===== config.mk =====
export PLATFORM = sky130hd
export DESIGN_NAME = write_memory
export DESIGN_NICKNAME = d
export VERILOG_FILES = /design/src/rtl/write_memory.sv
export SDC_FILE = /design/constraint.sdc
export NUM_CORES = 1
export LEC_CHECK = 0
export CORE_MARGIN = 2
export CORE_UTILIZATION = 50
export CTS_CLUSTER_DIAMETER = 100
export CTS_CLUSTER_SIZE = 30
export DETAILED_ROUTE_END_ITERATION = 12
export GPL_ROUTABILITY_DRIVEN = 1
export HOLD_SLACK_MARGIN = 0.03
export PLACE_DENSITY = 0.85
export SLEW_MARGIN = 0
export SYNTH_ARGS = -nofsm -noshare
export SYNTH_HDL_FRONTEND = slang
export SYNTH_SLANG_ARGS = --single-unit

===== constraint.sdc =====
create_clock -name clk -period 2.2 [get_ports clk]
set_input_delay 0.44 -clock clk [delete_from_list [all_inputs] [get_ports clk]]
set_output_delay 0.44 -clock clk [all_outputs]
set_load 0.02 [all_outputs]

===== src/rtl/write_memory.sv =====
// Sequential BRAM writer: streams DATA_W-bit words into consecutive RAM addresses from base_addr for 'length' words.
// Latency: a beat accepted at edge N appears on ena/wea/addra/dina in cycle N+1; done coincides with the last write.
// Backpressure: s_ready is high only in RUN; s_valid gaps produce no write and do not advance the address.
//
// Ports:
//   clk, rst                 clock, synchronous active-high reset
//   start, base_addr, length transfer request and its parameters (sampled in IDLE only)
//   s_valid, s_data, s_ready input word stream
//   ena, wea, addra, dina    registered BRAM port A write interface
//   busy, done, wrapped      status: RUN state, last-write pulse, sticky address wrap
module write_memory #(
    parameter int DATA_W = 16,
    parameter int ADDR_W = 10
) (
    input  logic              clk,
    input  logic              rst,
    input  logic              start,
    input  logic [ADDR_W-1:0] base_addr,
    input  logic [ADDR_W:0]   length,
    input  logic              s_valid,
    input  logic [DATA_W-1:0] s_data,
    output logic              s_ready,
    output logic              ena,
    output logic              wea,
    output logic [ADDR_W-1:0] addra,
    output logic [DATA_W-1:0] dina,
    output logic              busy,
    output logic              done,
    output logic              wrapped
);

    typedef enum logic [1:0] {
        IDLE = 2'd0,
        RUN  = 2'd1,
        FIN  = 2'd2
    } state_t;

    localparam logic [ADDR_W-1:0] ADDR_ONE = ADDR_W'(1);
    localparam logic [ADDR_W-1:0] ADDR_MAX = '1;
    localparam logic [ADDR_W:0]   REM_ONE  = (ADDR_W + 1)'(1);

    state_t            state;
    state_t            state_nxt;
    logic [ADDR_W-1:0] addr_cnt;
    logic [ADDR_W:0]   remaining;
    logic              beat;

    // Status outputs decode straight from the state register.
    always_comb begin
        state_nxt = state;
        s_ready   = 1'b0;
        busy      = 1'b0;
        done      = 1'b0;
        beat      = 1'b0;
        case (state)
            IDLE: begin
                if (start) begin
                    state_nxt = (length == '0) ? FIN : RUN;
                end
            end
            RUN: begin
                busy    = 1'b1;
                s_ready = 1'b1;
                beat    = s_valid;
                if (s_valid && (remaining == REM_ONE)) begin
                    state_nxt = FIN;
                end
            end
            FIN: begin
                done      = 1'b1;
                state_nxt = IDLE;
            end
            default: begin
                state_nxt = IDLE;
            end
        endcase
    end

    always_ff @(posedge clk) begin
        if (rst) begin
            state     <= IDLE;
            addr_cnt  <= '0;
            remaining <= '0;
            ena       <= 1'b0;
            wea       <= 1'b0;
            addra     <= '0;
            dina      <= '0;
            wrapped   <= 1'b0;
        end else begin
            state <= state_nxt;
            ena   <= beat;
            wea   <= beat;
            if ((state == IDLE) && start) begin
                addr_cnt  <= base_addr;
                remaining <= length;
                wrapped   <= 1'b0;
            end
            if (beat) begin
                addra     <= addr_cnt;
                dina      <= s_data;
                addr_cnt  <= addr_cnt + ADDR_ONE;
                remaining <= remaining - REM_ONE;
                // The post-increment after the final beat is never used for a write,
                // so a full-RAM fill from address 0 does not count as a wrap.
                if ((addr_cnt == ADDR_MAX) && (remaining != REM_ONE)) begin
                    wrapped <= 1'b1;
                end
            end
        end
    end

endmodule


Word level (Yosys, flattened, before mapping). Cells that the tools add are included.

Word-level logic and storage cells: 37. Output and inout port bits: 32. Input port bits: 41. Flip-flop bits (word level): 51.

Muxes and demuxes: 14. Add/sub/neg operators: 2. Reductions and logical operators: 7. Equal/unequal tests: 7.

Operators by type and width (number): $mux W11 (2); $mux W10 (2); $eq A11 B1 Y1 const B (1); $logic_not A11 Y1 (1); $ne A11 B1 Y1 const B (1); $sub A11 B1 Y11 const B (1); $add A10 B1 Y10 const B (1); $eq A10 B10 Y1 const B (1); $mux W1 (6); $mux W2 (3); $ne A2 B2 Y1 const B (2); $pmux W2 S2 (1); $logic_and A1 B1 Y1 (3); $eq A2 B1 Y1 const B (1); $eq A2 B2 Y1 const B (1); $logic_not A2 Y1 (1); $reduce_and A2 Y1 (1); $reduce_bool A2 Y1 (1).

Logic depth before layout (Yosys ltp). Gate-level depths: netlist (run 1).

Word-level depth: 5. Gate-level depth with buffers: 7. Gate-level depth less buffers: 6.

Least setup slack after synthesis (run 1). No wires, ideal clock.

Path kind: register to output. From: register state[0]. To: output port s_ready. Arrival: 1.053 ns. Slack: 0.707 ns. Required time: 1.760 ns. Stages on the path, launching flop included: 4. Path through: dfxtp_1 -> buf_6 -> nor2b_1 -> buf_4.

Word-level cells in the longest chain between the ends: 2.

Ends and longest elaborated chain: start: declaration (line 42) `state_t state;`; start signal: assignment (line 90) `state <= state_nxt;`; $eq A2 B1 Y1; $mux W1; end: declaration (line 22) `output logic s_ready,`.

No other way between the ends.

Worst setup path in the final report (run 1).
From: register state[0]. To: output port busy.

Word-level cells in the longest chain between the ends: 2.

Ends and longest elaborated chain: $eq A2 B1 Y1 (line 55) `case (state)`; $mux W1 (line 55); end: declaration (line 27) `output logic busy,`.

No other way between the ends.

==> reports/results.txt, run 1 <==
The run finished with clean final reports. The congestion estimate from routability-driven global placement came to 0.854. For this configuration, the core starts out at a cell density of 52.4%. The pre-antenna-repair detailed-routing pass consisted of 4 iterations. Data on the critical path is required at its endpoint by 1.76 ns. The standard cell area after detailed placement came out at 3060 sq um.

For this design, the sink count on the clock tree is 51. In this run, flip-flops and latches consume 53.2% of the power. For the via count of the first global-routing pass, the log shows 2,257. Summing internal, switching and leakage power gives 1.94 mW. Buffers added to address setup during post-CTS repair amount to 0. The run gives 0 as the post-route antenna net violation count. The sequential cell area is 1020 sq um. For this block, the initial DRC count from the detailed router was 95. The tools report the final non-filler cell area as 3150 sq um. Counting I/O delays and the setup requirement, the final critical path takes 2.04 ns. The logs give 1.60 ns for the arrival time at the worst endpoint and 1.11 nW for the leakage dissipation. Synthesis handed over a netlist of 285 instances. The width of the die works out to 72.0 um. The number of hold buffers added after CTS was 0.

Clock-pin slew was measured on the worst setup and hold paths at 0.09 ns. Net switching is 28.0% of the power. TritonCTS built the clock tree. Setup repair after global routing left no endpoint under its margin. The total clock buffers created by CTS is 5. The number of vias after detailed routing is 2,340, and the post-synthesis net count is 329. In this run the worst hold path is classified as flip-flop to flip-flop. In this run the clock root is driven by a sky130_fd_sc_hd__clkbuf_8. The clock passes through at most 2 buffers. For the number of hold violations in the final report, the log shows 0. Critical path class: flip-flop to output pin. After floorplanning, the core was sized to cover 4410 sq um. The final number of max-transition violations was 0; the netlist area before placement was 2310 sq um.

The floorplan row count was 24; the number of ports placed on the die boundary was 73. Summed over all failing endpoints, the final setup total negative slack is 0 ns. At the end of the flow, the number of nets in the layout was 400. The proportion of synthesized flip-flops having asynchronous set or reset came out at 0%. Across the VDD grid, the largest voltage drop is 0.502 mV. In this run, synthesis produced a sequential element count of 51. The top cell types in the final layout, fill and taps aside, are 71 x sky130_fd_sc_hd__nand2_1, 71 x sky130_fd_sc_hd__clkdlybuf4s50_1, 50 x sky130_fd_sc_hd__dfxtp_1. The share of the yosys chip area belonging to registers is 44.1%. The floorplan step set the die height to 72.0 um. Averaged over all synthesized cells, the footprint is 8.12 sq um. The normalized max-slew margin came out at 61.9%. Among cell families on the critical path, the largest total delay comes from buffers and inverters. Using the TritonRoute via totals, the vias-per-cell ratio works out to 5.72. Across all setup checks in the final design, the least slack found is 0.165 ns. The die covers 5190 sq um. In the global route stage, overall resource usage came out at 23.5%. For this run, the leading register cell type out of synthesis is sky130_fd_sc_hd__dfxtp_1.

The tools report the estimated wirelength of the detail-placed design as 4300 um. Clock latency on the worst-skew pair, taken at its later pin, is 0.30 ns. The tool flagged a number of max-cap violations equal to 0. The critical path's largest stage delay is 0.63 ns, and the number of antenna violations at the first check in global routing is 0. The largest individual stage delay along the critical path comes from the cell sky130_fd_sc_hd__clkdlybuf4s50_1. The internal power of the cells totals 1.39 mW. Across all hold checks on the routed design, the worst slack comes to 0.457 ns. For the total of endpoints with negative setup slack in the final report, the log shows 0. In this run, post-CTS repair resized a total of 0 instances. The tools report the count of inserted antenna diode cells as 0. Derived from the worst setup path, the maximum achievable clock frequency is 491 MHz. The area growth from synthesis to final layout was 35.9%; the setup slack on the worst flop-to-flop path was 0.57 ns. The share of the cycle needed by the critical path after routing is 92.5%. In this run, distinct cell masters in the synthesized netlist total 50.

Of all nets on the critical path, the largest fanout is 9. The H-tree generated during clock tree synthesis spans 2 levels. The tools report the kind of start point of the critical path as a flip-flop. The logs give 5860 um for the sum of routed wire length over all layers and 366 for the number of fillers in the final layout. The total of buffers placed on input and output ports is 72, and the count of buffer and inverter cells on the critical path is 1.

Power share of the clock group: 26.4%. In this run the power density over the cells is 615 nW/um^2. Timing analysis after detailed placement gives a worst setup slack of 0.116 ns. The setup clock skew after layout came out at 0.00588 ns. The number of enable flip-flop cells after synthesis was 0. Net switching component of the power: 0.541 mW. Global-route congestion overflow total: 0.

At the pin with the least slew margin, the transition time is 0.571 ns. Nature of the critical path endpoint: an output pin. The fraction of final layout cells sized beyond drive strength 1 came out at 7.84%. The first global-routing pass estimated 9720 um of wire.

For the DRC violation count after routing, the log shows 0. Entering global routing, the biggest net connects 32 pins. In the final layout, the multi-input gates occupy 1160 sq um. The Yosys step of the flow raised 0 warnings.

Walking the worst path, the cells encountered are nor2b_1, clkdlybuf4s50_1. Wire length per cell: 14.3 um. For the part of the power in combinational logic, the log shows 20.4%.
## worst register-to-register path, delay by kind of cell, from the launching register on
kind            cells  cell delay (ns)
compound gates      2             0.47
simple gates        2             0.45
fa+ha+maj           1             0.23
flops               1             0.41
## metrics by stage
stage / instances / utilization, %
CTS: 409 / 71.3
floorplan: 285 / -
finish: 409 / 71.3
detailed placement: 401 / 69.4
global placement: 401 / 69.4
global route: 409 / 71.3
## metal layers
metal / vias to the layer above / track usage (%) / routed length (um)
met3: 22 / 5.83 / 294
met4: 0 / 10.9 / 170
met2: 81 / 41.2 / 2980
met5: - / 0 / 0
li1: 1147 / - / -
met1: 1090 / 26.9 / 2420
## power groups by stage
stage	Clock (mW)	Combinational (mW)	Sequential [mW]
2_1_floorplan	0	0.217	1.06
3_3_place_gp	0	0.385	1.05
3_5_place_dp	0	0.393	1.05
4_1_cts	0.523	0.396	1.03
5_1_grt	0.556	0.433	1.04
6_report	0.510	0.396	1.03
## flip-flops by register name, indices dropped and copies added, names as in the netlist
register	flops
state	2
addr_cnt	10
wrapped	1
wea	1
remaining	11
addra	10
dina	16
## kinds of logic after synthesis
group / share of synthesized area, %
buf+inv: 5.89
flops: 44.1
simple gates: 29.5
compound gates: 18.9
fa+ha+maj: 1.62
## cell usage after synthesis (2+ instances only)
library cell / n / area [sq um]
sky130_fd_sc_hd__clkbuf_1: 7 / 26.3
sky130_fd_sc_hd__buf_4: 2 / 15.0
sky130_fd_sc_hd__nand2_1: 71 / 267
sky130_fd_sc_hd__buf_2: 7 / 35.0
sky130_fd_sc_hd__or3b_1: 2 / 17.5
sky130_fd_sc_hd__a31oi_1: 8 / 50.1
sky130_fd_sc_hd__o21ai_1: 3 / 15.0
sky130_fd_sc_hd__nand4_1: 4 / 25.0
sky130_fd_sc_hd__nor3_1: 4 / 20.0
sky130_fd_sc_hd__and2_1: 2 / 12.5
sky130_fd_sc_hd__ha_1: 3 / 37.5
sky130_fd_sc_hd__buf_6: 4 / 45.0
sky130_fd_sc_hd__or3_1: 3 / 18.8
sky130_fd_sc_hd__nand3b_1: 2 / 15.0
sky130_fd_sc_hd__dfxtp_1: 51 / 1020
sky130_fd_sc_hd__a32oi_1: 2 / 17.5
sky130_fd_sc_hd__nor4_1: 2 / 12.5
sky130_fd_sc_hd__a221oi_1: 3 / 26.3
sky130_fd_sc_hd__a211oi_1: 2 / 15.0
sky130_fd_sc_hd__a21oi_1: 35 / 175
sky130_fd_sc_hd__inv_1: 4 / 15.0
sky130_fd_sc_hd__nor2_1: 17 / 63.8
sky130_fd_sc_hd__or2_0: 2 / 12.5
sky130_fd_sc_hd__nand3_2: 2 / 20.0
sky130_fd_sc_hd__nand3_1: 11 / 55.1
sky130_fd_sc_hd__o211ai_1: 6 / 45.0
sky130_fd_sc_hd__nor2b_1: 2 / 12.5
sky130_fd_sc_hd__o21ai_0: 2 / 10.0
## final cells by class
class | count | area share [%]
sequential | 51 | 32.5
multi-input combinational | 210 | 36.8
clock inverter | 1 | 0.159
clock buffer | 7 | 2.43
tap | 52 | 2.07
inverter | 4 | 0.477
timing repair buffer | 84 | 25.6
## final timing paths
path | startpoint | endpoint | cells after the start
max | state[0] | busy | 2
min | dina[0] | dina[0] | 2
max reg2reg | addr_cnt[0] | addr_cnt[8] | 5
min reg2reg | dina[0] | dina[0] | 2
Note: power is estimated with default switching activity, not from simulation.
==> run 2, diff against run 1 <==
RECOVER_POWER = 50   (was default)
==> run 2 against run 1 <==
  * Power down 0.46%
  * Maximum frequency up 0.67%
  * Combinational power down 3%
  * Via count down 0.43%
  * Register-to-register slack worse by 0.09 ns
  * Non-clock buffer count unchanged
  * Final cell count unchanged
  * Routed wire length up 0.99%
  * Hold slack worse by 0.0026 ns
  * First-iteration DRC count up 1.1%
==> reports/results.txt, run 2 (same netlist as run 1, synthesis figures left out) <==
Of the total power, the share spent switching nets is 28.0%. The wire length per cell came out at 14.5 um. The setup clock skew after layout is 0.00688 ns, and the core outline area is 4410 sq um.

The net count reported at finish came out at 400. Number of vias after detailed routing: 2,330. The largest registers in the layout are dina: 16 flops, remaining: 11 flops.

Routability-driven placement finished with a final weighted congestion of 0.854. Leaving out fill and tap cells, the most frequent cells in the layout are 71 x sky130_fd_sc_hd__nand2_1, 66 x sky130_fd_sc_hd__clkdlybuf4s50_1, 50 x sky130_fd_sc_hd__dfxtp_1. The internal power of the cells totals 1.39 mW.

The tools report the maximum frequency from static timing analysis as 495 MHz. The run gives 0 as the total of endpoints with negative setup slack in the final report. Setup repair after global routing left no endpoint under its margin. The run gives 53.3% as the sequential group share of total power. The tools report the normalized max-slew margin as 53.1%. After floorplanning, the core was divided into 24 placement rows. The run gives 2,257 as the via count of the first global-routing pass. Counting I/O delays and the setup requirement, the final critical path takes 2.02 ns. Dividing the final minimum period by the clock period gives 91.9%.

The DRC violation count after routing was 0. The area growth from synthesis to final layout was 34.8%; the first-pass GRT wire length was 9720 um. CTS placed an instance of sky130_fd_sc_hd__clkbuf_8 at the clock tree root.

Across the VDD grid, the largest voltage drop is 0.505 mV. For the total clock buffers created by CTS, the log shows 5. The clock net in this run drives a total of 51 sinks.

After layout, the worst setup slack is 0.178 ns. After clock tree synthesis, the flow added hold-fix buffers numbering 0. For the pin with the worst max-slew slack, the measured transition is 0.698 ns. Along the worst path, the maximum fanout reaches 9.

The count of nets left with antenna violations once routing finished came out at 0. The most flop-heavy register is dina. Clock-pin slew on the worst setup and hold paths: 0.09 ns. After filler insertion, the fill cell instance count of the layout stands at 370. STA puts the critical path data required time at 1.76 ns. Worst-case clock buffer depth: 2. For this run the aggregate overflow at the end of global routing stands at 0. Summing all placed instances gives a cell area of 3060 sq um.

The width of the die is 72.0 um, and the number of DRC markers after the initial detailed-route iteration is 96. Number of hold violations in the final report: 0. With fillers left out, the area of the finished cells amounts to 3120 sq um.

The part of the power in combinational logic came out at 20.1%. The HPWL after detailed placement is 4300 um. The clock insertion delay at the later pin of the skew report was 0.30 ns. Global routing consumed, over all layers together, 23.5% of the routing resources. Once the floorplan was initialized, standard cells occupied 52.4% of the core.

Measured along the y axis, the die boundary spans 72.0 um. The run gives 1.11 nW as the leakage dissipation. In the final timing run, aggregate negative setup slack is 0 ns. By startpoint and endpoint, the worst setup path is classified as flip-flop to output pin.

The logs give 0 for the final number of max-transition violations and 0.116 ns for the worst slack after detailed placement. The most common cell after layout, fill and taps aside is sky130_fd_sc_hd__nand2_1. The tools report the number of antenna violations at the first check in global routing as 0. The flow ran to the end, and the final reports show no timing, DRC or antenna violations. The count of inserted antenna diode cells is 0. The net switching component of the power is 0.540 mW.

The tools report the count of maximum capacitance violations as 0. For the number of ports placed on the die boundary, the log shows 73. The floorplan die area was 5190 sq um. For the sum of routed wire length over all layers, the log shows 5920 um.

The logs give 1.58 ns for the arrival time at the worst endpoint and 4 for the iteration count of the initial detailed-routing pass. The total of buffers placed on input and output ports works out to 72. The fraction of final layout cells sized beyond drive strength 1 came out at 6.72%. STA classifies the critical path startpoint as a flip-flop. The register with the most flip-flops in the layout has 16 of them.

TritonCTS built the clock tree. The class of the most critical hold timing path was flip-flop to flip-flop. The total number of H-tree levels was 2. In this run, the clock network consumes 26.6% of the power. The via density per instance is 5.70.

The nature of the critical path endpoint is an output pin. Entering global routing, the biggest net connects 32 pins. Power spread over the standard cell area amounts to 618 nW/um^2.
==> run 2: critical path, cell delays in order (launching register included) <==
cell                              delay (ns)
sky130_fd_sc_hd__dfxtp_2                0.42
sky130_fd_sc_hd__nor2b_1                0.22
sky130_fd_sc_hd__clkdlybuf4s50_1        0.63
==> run 2: path summary, 6_finish.rpt <==
path / end / cells past startpoint / slack (ns) / startpoint
worst min-delay path: dina[0] / 2 / 0.45 / dina[0]
worst max-delay path: busy / 2 / 0.18 / state[0]
worst min register to register: dina[0] / 2 / 0.45 / dina[0]
worst max register to register: remaining[6] / 4 / 0.48 / remaining[2]
==> run 2: layout make-up <==
| type | instances | area, sq um | area share (%) |
|---|---|---|---|
| clock inverters | 1 | 5.00 | 0.160 |
| well taps | 52 | 65.1 | 2.09 |
| multi-input cells | 210 | 1130 | 36.3 |
| repair buffers | 84 | 802 | 25.7 |
| inverters | 4 | 15.0 | 0.481 |
| clock buffers | 7 | 76.3 | 2.45 |
| flip-flops and latches | 51 | 1020 | 32.8 |
==> run 2: layer usage <==
layer  global-route usage, %  up-vias  wire (um)
li1                        -     1142          -
met1                    26.9     1089       2410
met2                    41.2       77       3020
met3                    5.83       22        308
met4                    10.9        0        174
met5                       0        -          0
==> run 2: what timing repair did <==
item,4_1_cts,5_1_grt
setup endpoints to repair,0,2
setup buffers,0,0
resized for setup,0,1
==> run 2: per-stage QoR <==
step	power, mW	instances	hold WS (ns)	utilization, %
after global routing	2.01	409	0.473	70.7
after global placement	1.43	401	0.442	69.4
after detailed placement	1.44	401	0.448	69.4
final	1.93	409	0.455	70.7
after CTS	1.95	409	0.459	71.3
after floorplan	1.27	285	0.450	-
==> run 2: power groups by stage <==
stage / clock network [mW] / logic [mW] / registers, mW
after floorplan: 0 / 0.217 / 1.06
after global placement: 0 / 0.385 / 1.05
after detailed placement: 0 / 0.393 / 1.05
after CTS: 0.523 / 0.396 / 1.03
after global routing: 0.556 / 0.423 / 1.03
final: 0.513 / 0.386 / 1.03
==> run 3, diff against run 2 <==
CORE_MARGIN = default   (was 2)
GPL_ROUTABILITY_DRIVEN = 0   (was 1)
==> run 3 against run 2 <==
  * Critical endpoint unchanged
  * Design area rose by 0.52%
  * First-iteration DRC count rose by 30%
  * Power rose by 3.8%
  * Setup slack got worse by 0.022 ns
  * Global-route usage rose by 1.5 points
  * Hold slack barely moved
  * Sequential power barely moved
  * Critical path depth did not move
  * Count of clock-buffer cells in the layout fell by 1
  * Combinational power rose by 2%
==> reports/results.txt, run 3 (same netlist as run 1, synthesis figures left out) <==
The flow ran to the end, and the final reports show no timing, DRC or antenna violations. For this run, the top clock speed supported by timing is 489 MHz. The critical-path maximum fanout came out at 9. Setup repair after global routing left no endpoint under its margin. For this block, the initial DRC count from the detailed router was 125. The sum of routed wire length over all layers was 5870 um; the iteration count of the initial detailed-routing pass was 5.

The worst register-to-register path ends at remaining[6]. The die covers 4910 sq um. STA puts the critical path data required time at 1.76 ns.

Power spread over the standard cell area amounts to 638 nW/um^2. For this block, the via count after detailed routing is 2,345. The analysis attributes to net switching a power of 0.577 mW. The most common cell after layout, fill and taps aside is sky130_fd_sc_hd__nand2_1. Measured in cells, the most critical reg-to-reg path has a length of 5.

The number of hold violations in the final report was 0; the critical path's largest stage delay was 0.64 ns. The width of the die works out to 70.0 um. For this design the static power due to leakage is 1.09 nW. TritonCTS built the clock tree. Entering global routing, the biggest net connects 33 pins.

For this configuration, the core starts out at a cell density of 52.4%. The critical path starts at state[0]. The global-route congestion overflow total was 0. The die is 70.0 um tall. After detailed routing, the number of remaining DRC violations is 0. The critical path class is flip-flop to output pin. The post-route netlist has 6.13% of its cells at a drive strength greater than 1.

For the worst-skew pair, the clock arrives at the later sink with an insertion delay of 0.31 ns. Once layout is done, the placed cells without fillers occupy 3140 sq um. The count of inserted antenna diode cells came out at 0.

The setup clock skew after layout is 0.00752 ns, and the number of fillers in the final layout is 362. Dividing the detail-routed wire length by the instance count gives 14.3 um. VDD sags by at most 0.431 mV. The largest registers in the layout are dina: 16 flops, remaining: 11 flops. The clock-pin slew on the worst setup and hold paths works out to 0.09 ns.

For the sequential group share of total power, the log shows 51.4%. The startpoint identified for the worst register-to-register timing path is state[1]. The H-tree generated during clock tree synthesis spans 2 levels. The run gives 19.7% as the part of the power in combinational logic. The region available for standard cell placement spans 4410 sq um. Across all setup checks in the final design, the least slack found is 0.157 ns. For the setup fix buffers added after clock tree synthesis, the log shows 0. The worst hold path belongs to the class flip-flop to flip-flop.

Relative to the synthesized area, the layout overhead comes to 35.5%. Setup violations remaining at the end of the flow were counted as 0. The worst hold path begins at dina[15]. The hold-critical path depth came out at 2.

The setup slack on the worst flop-to-flop path came out at 0.43 ns. The pin slew with the least headroom to its limit came out at 0.647 ns. Traced cell by cell, the critical path runs through nor2b_1, clkdlybuf4s50_1.

The final layout contains 402 nets. The run gives 0 as the count of maximum capacitance violations. The clock net in this run drives a total of 51 sinks.

The wire-length estimate of the detail-placed layout is 4180 um. The worst pin sits at a relative slew slack of 56.8%. The slowest stage of the critical path belongs to the cell sky130_fd_sc_hd__clkdlybuf4s50_1.

Post-route antenna net violation count: 0. In the global route stage, overall resource usage came out at 25.0%. The library cells used most frequently in the layout, excluding fill and tap cells, are 71 x sky130_fd_sc_hd__nand2_1, 68 x sky130_fd_sc_hd__clkdlybuf4s50_1, 50 x sky130_fd_sc_hd__dfxtp_1.

The number of antenna violations at the first check in global routing was 0. The total of buffers placed on input and output ports came out at 72. Clock tree synthesis selected as its root buffer the cell sky130_fd_sc_hd__clkbuf_8. The via count of the first global-routing pass came out at 2,242. The kind of start point of the critical path was a flip-flop. The summed negative setup slack over all endpoints was 0 ns; the number of ports placed on the die boundary was 73.

The floorplan has 24 rows. Dividing the detail-routed via count by the number of cells gives 5.71. The first global-routing pass estimated 9920 um of wire.

The endpoint with the worst hold slack is dina[15]. The worst slack after detailed placement was 0.0944 ns. The run gives 1.42 mW as the internal power consumption. For the power share of the clock group, the log shows 28.9%.

Data arrives at the worst endpoint at 1.60 ns. After detailed placement, the total cell area comes to 3080 sq um. The worst setup path is captured at an output pin. The worst-case clock buffer depth was 2. The final number of max-transition violations is 0, and the flip-flop count of the largest register, all copies and words added is 16.

The share of the cycle needed by the critical path after routing is 92.9%, and the switching share of power is 28.9%. The number of clock buffers added by TritonCTS is 5. Ranked by flip-flop count, first place goes to dina. The routed design could run at a clock period as short as 2.04 ns.
==> run 3: changes by cell type in the layout (fill, tap and decap cells not counted), sizes merged <==
cell / before / now
dlygate4sd3: 5 / 3
buf: 12 / 9
clkdlybuf4s50: 66 / 68
clkinvlp: 0 / 1
clkbuf: 8 / 12
==> run 3: power groups by stage <==
stage	clock network, mW	logic [mW]	registers [mW]
2_1_floorplan	0	0.217	1.06
4_1_cts	0.583	0.402	1.03
5_1_grt	0.616	0.431	1.04
3_3_place_gp	0	0.388	1.05
6_report	0.578	0.393	1.03
3_5_place_dp	0	0.398	1.05
==> run 3: per-stage QoR <==
stage / total power, mW / utilization [%] / hold slack [ns] / instances
after detailed placement: 1.45 / 69.8 / 0.446 / 403
after floorplan: 1.27 / - / 0.450 / 285
after CTS: 2.01 / 72.0 / 0.460 / 411
after global routing: 2.08 / 71.0 / 0.473 / 411
after global placement: 1.43 / 69.8 / 0.441 / 403
final: 2.00 / 71.0 / 0.455 / 411
==> run 3: how the worst max path moves through the flow <==
stage                  endpoint  depth (start not counted)
finish                     busy                          2
detailed placement     state[1]                          5
floorplan               s_ready                          3
global placement       state[1]                          5
CTS                        busy                          2
global route        addr_cnt[8]                          6
==> run 3: metal layers <==
| metal | global-route usage [%] | wire length [um] | vias to the layer above |
|---|---|---|---|
| met5 | 0 | 0 | - |
| met4 | 9.33 | 83 | 0 |
| met3 | 4.47 | 336 | 11 |
| met2 | 44.4 | 2980 | 97 |
| met1 | 29.8 | 2470 | 1089 |
| li1 | - | - | 1148 |
==> run 3: final cells by class <==
type / instances / area, sq um / share of cell area, %
clock inverter: 2 / 16.3 / 0.519
sequential: 51 / 1020 / 32.6
clock buffer: 6 / 82.6 / 2.63
timing repair buffer: 86 / 798 / 25.5
inverter: 4 / 15.0 / 0.479
multi-input combinational: 210 / 1140 / 36.2
tap: 52 / 65.1 / 2.08
==> run 3: worst max-delay path: cells and delay by family, from the launching register on <==
| kind | cells | cell delay (ns) |
|---|---|---|
| and+or+nand+nor | 1 | 0.24 |
| DFF | 1 | 0.42 |
| buffers and inverters | 1 | 0.64 |
==> run 3: timing repair <==
item                       in CTS  in global routing
hold endpoints to repair        0                  0
setup endpoints to repair       0                  2
hold buffers                    0                  0
gates resized for setup         0                  1
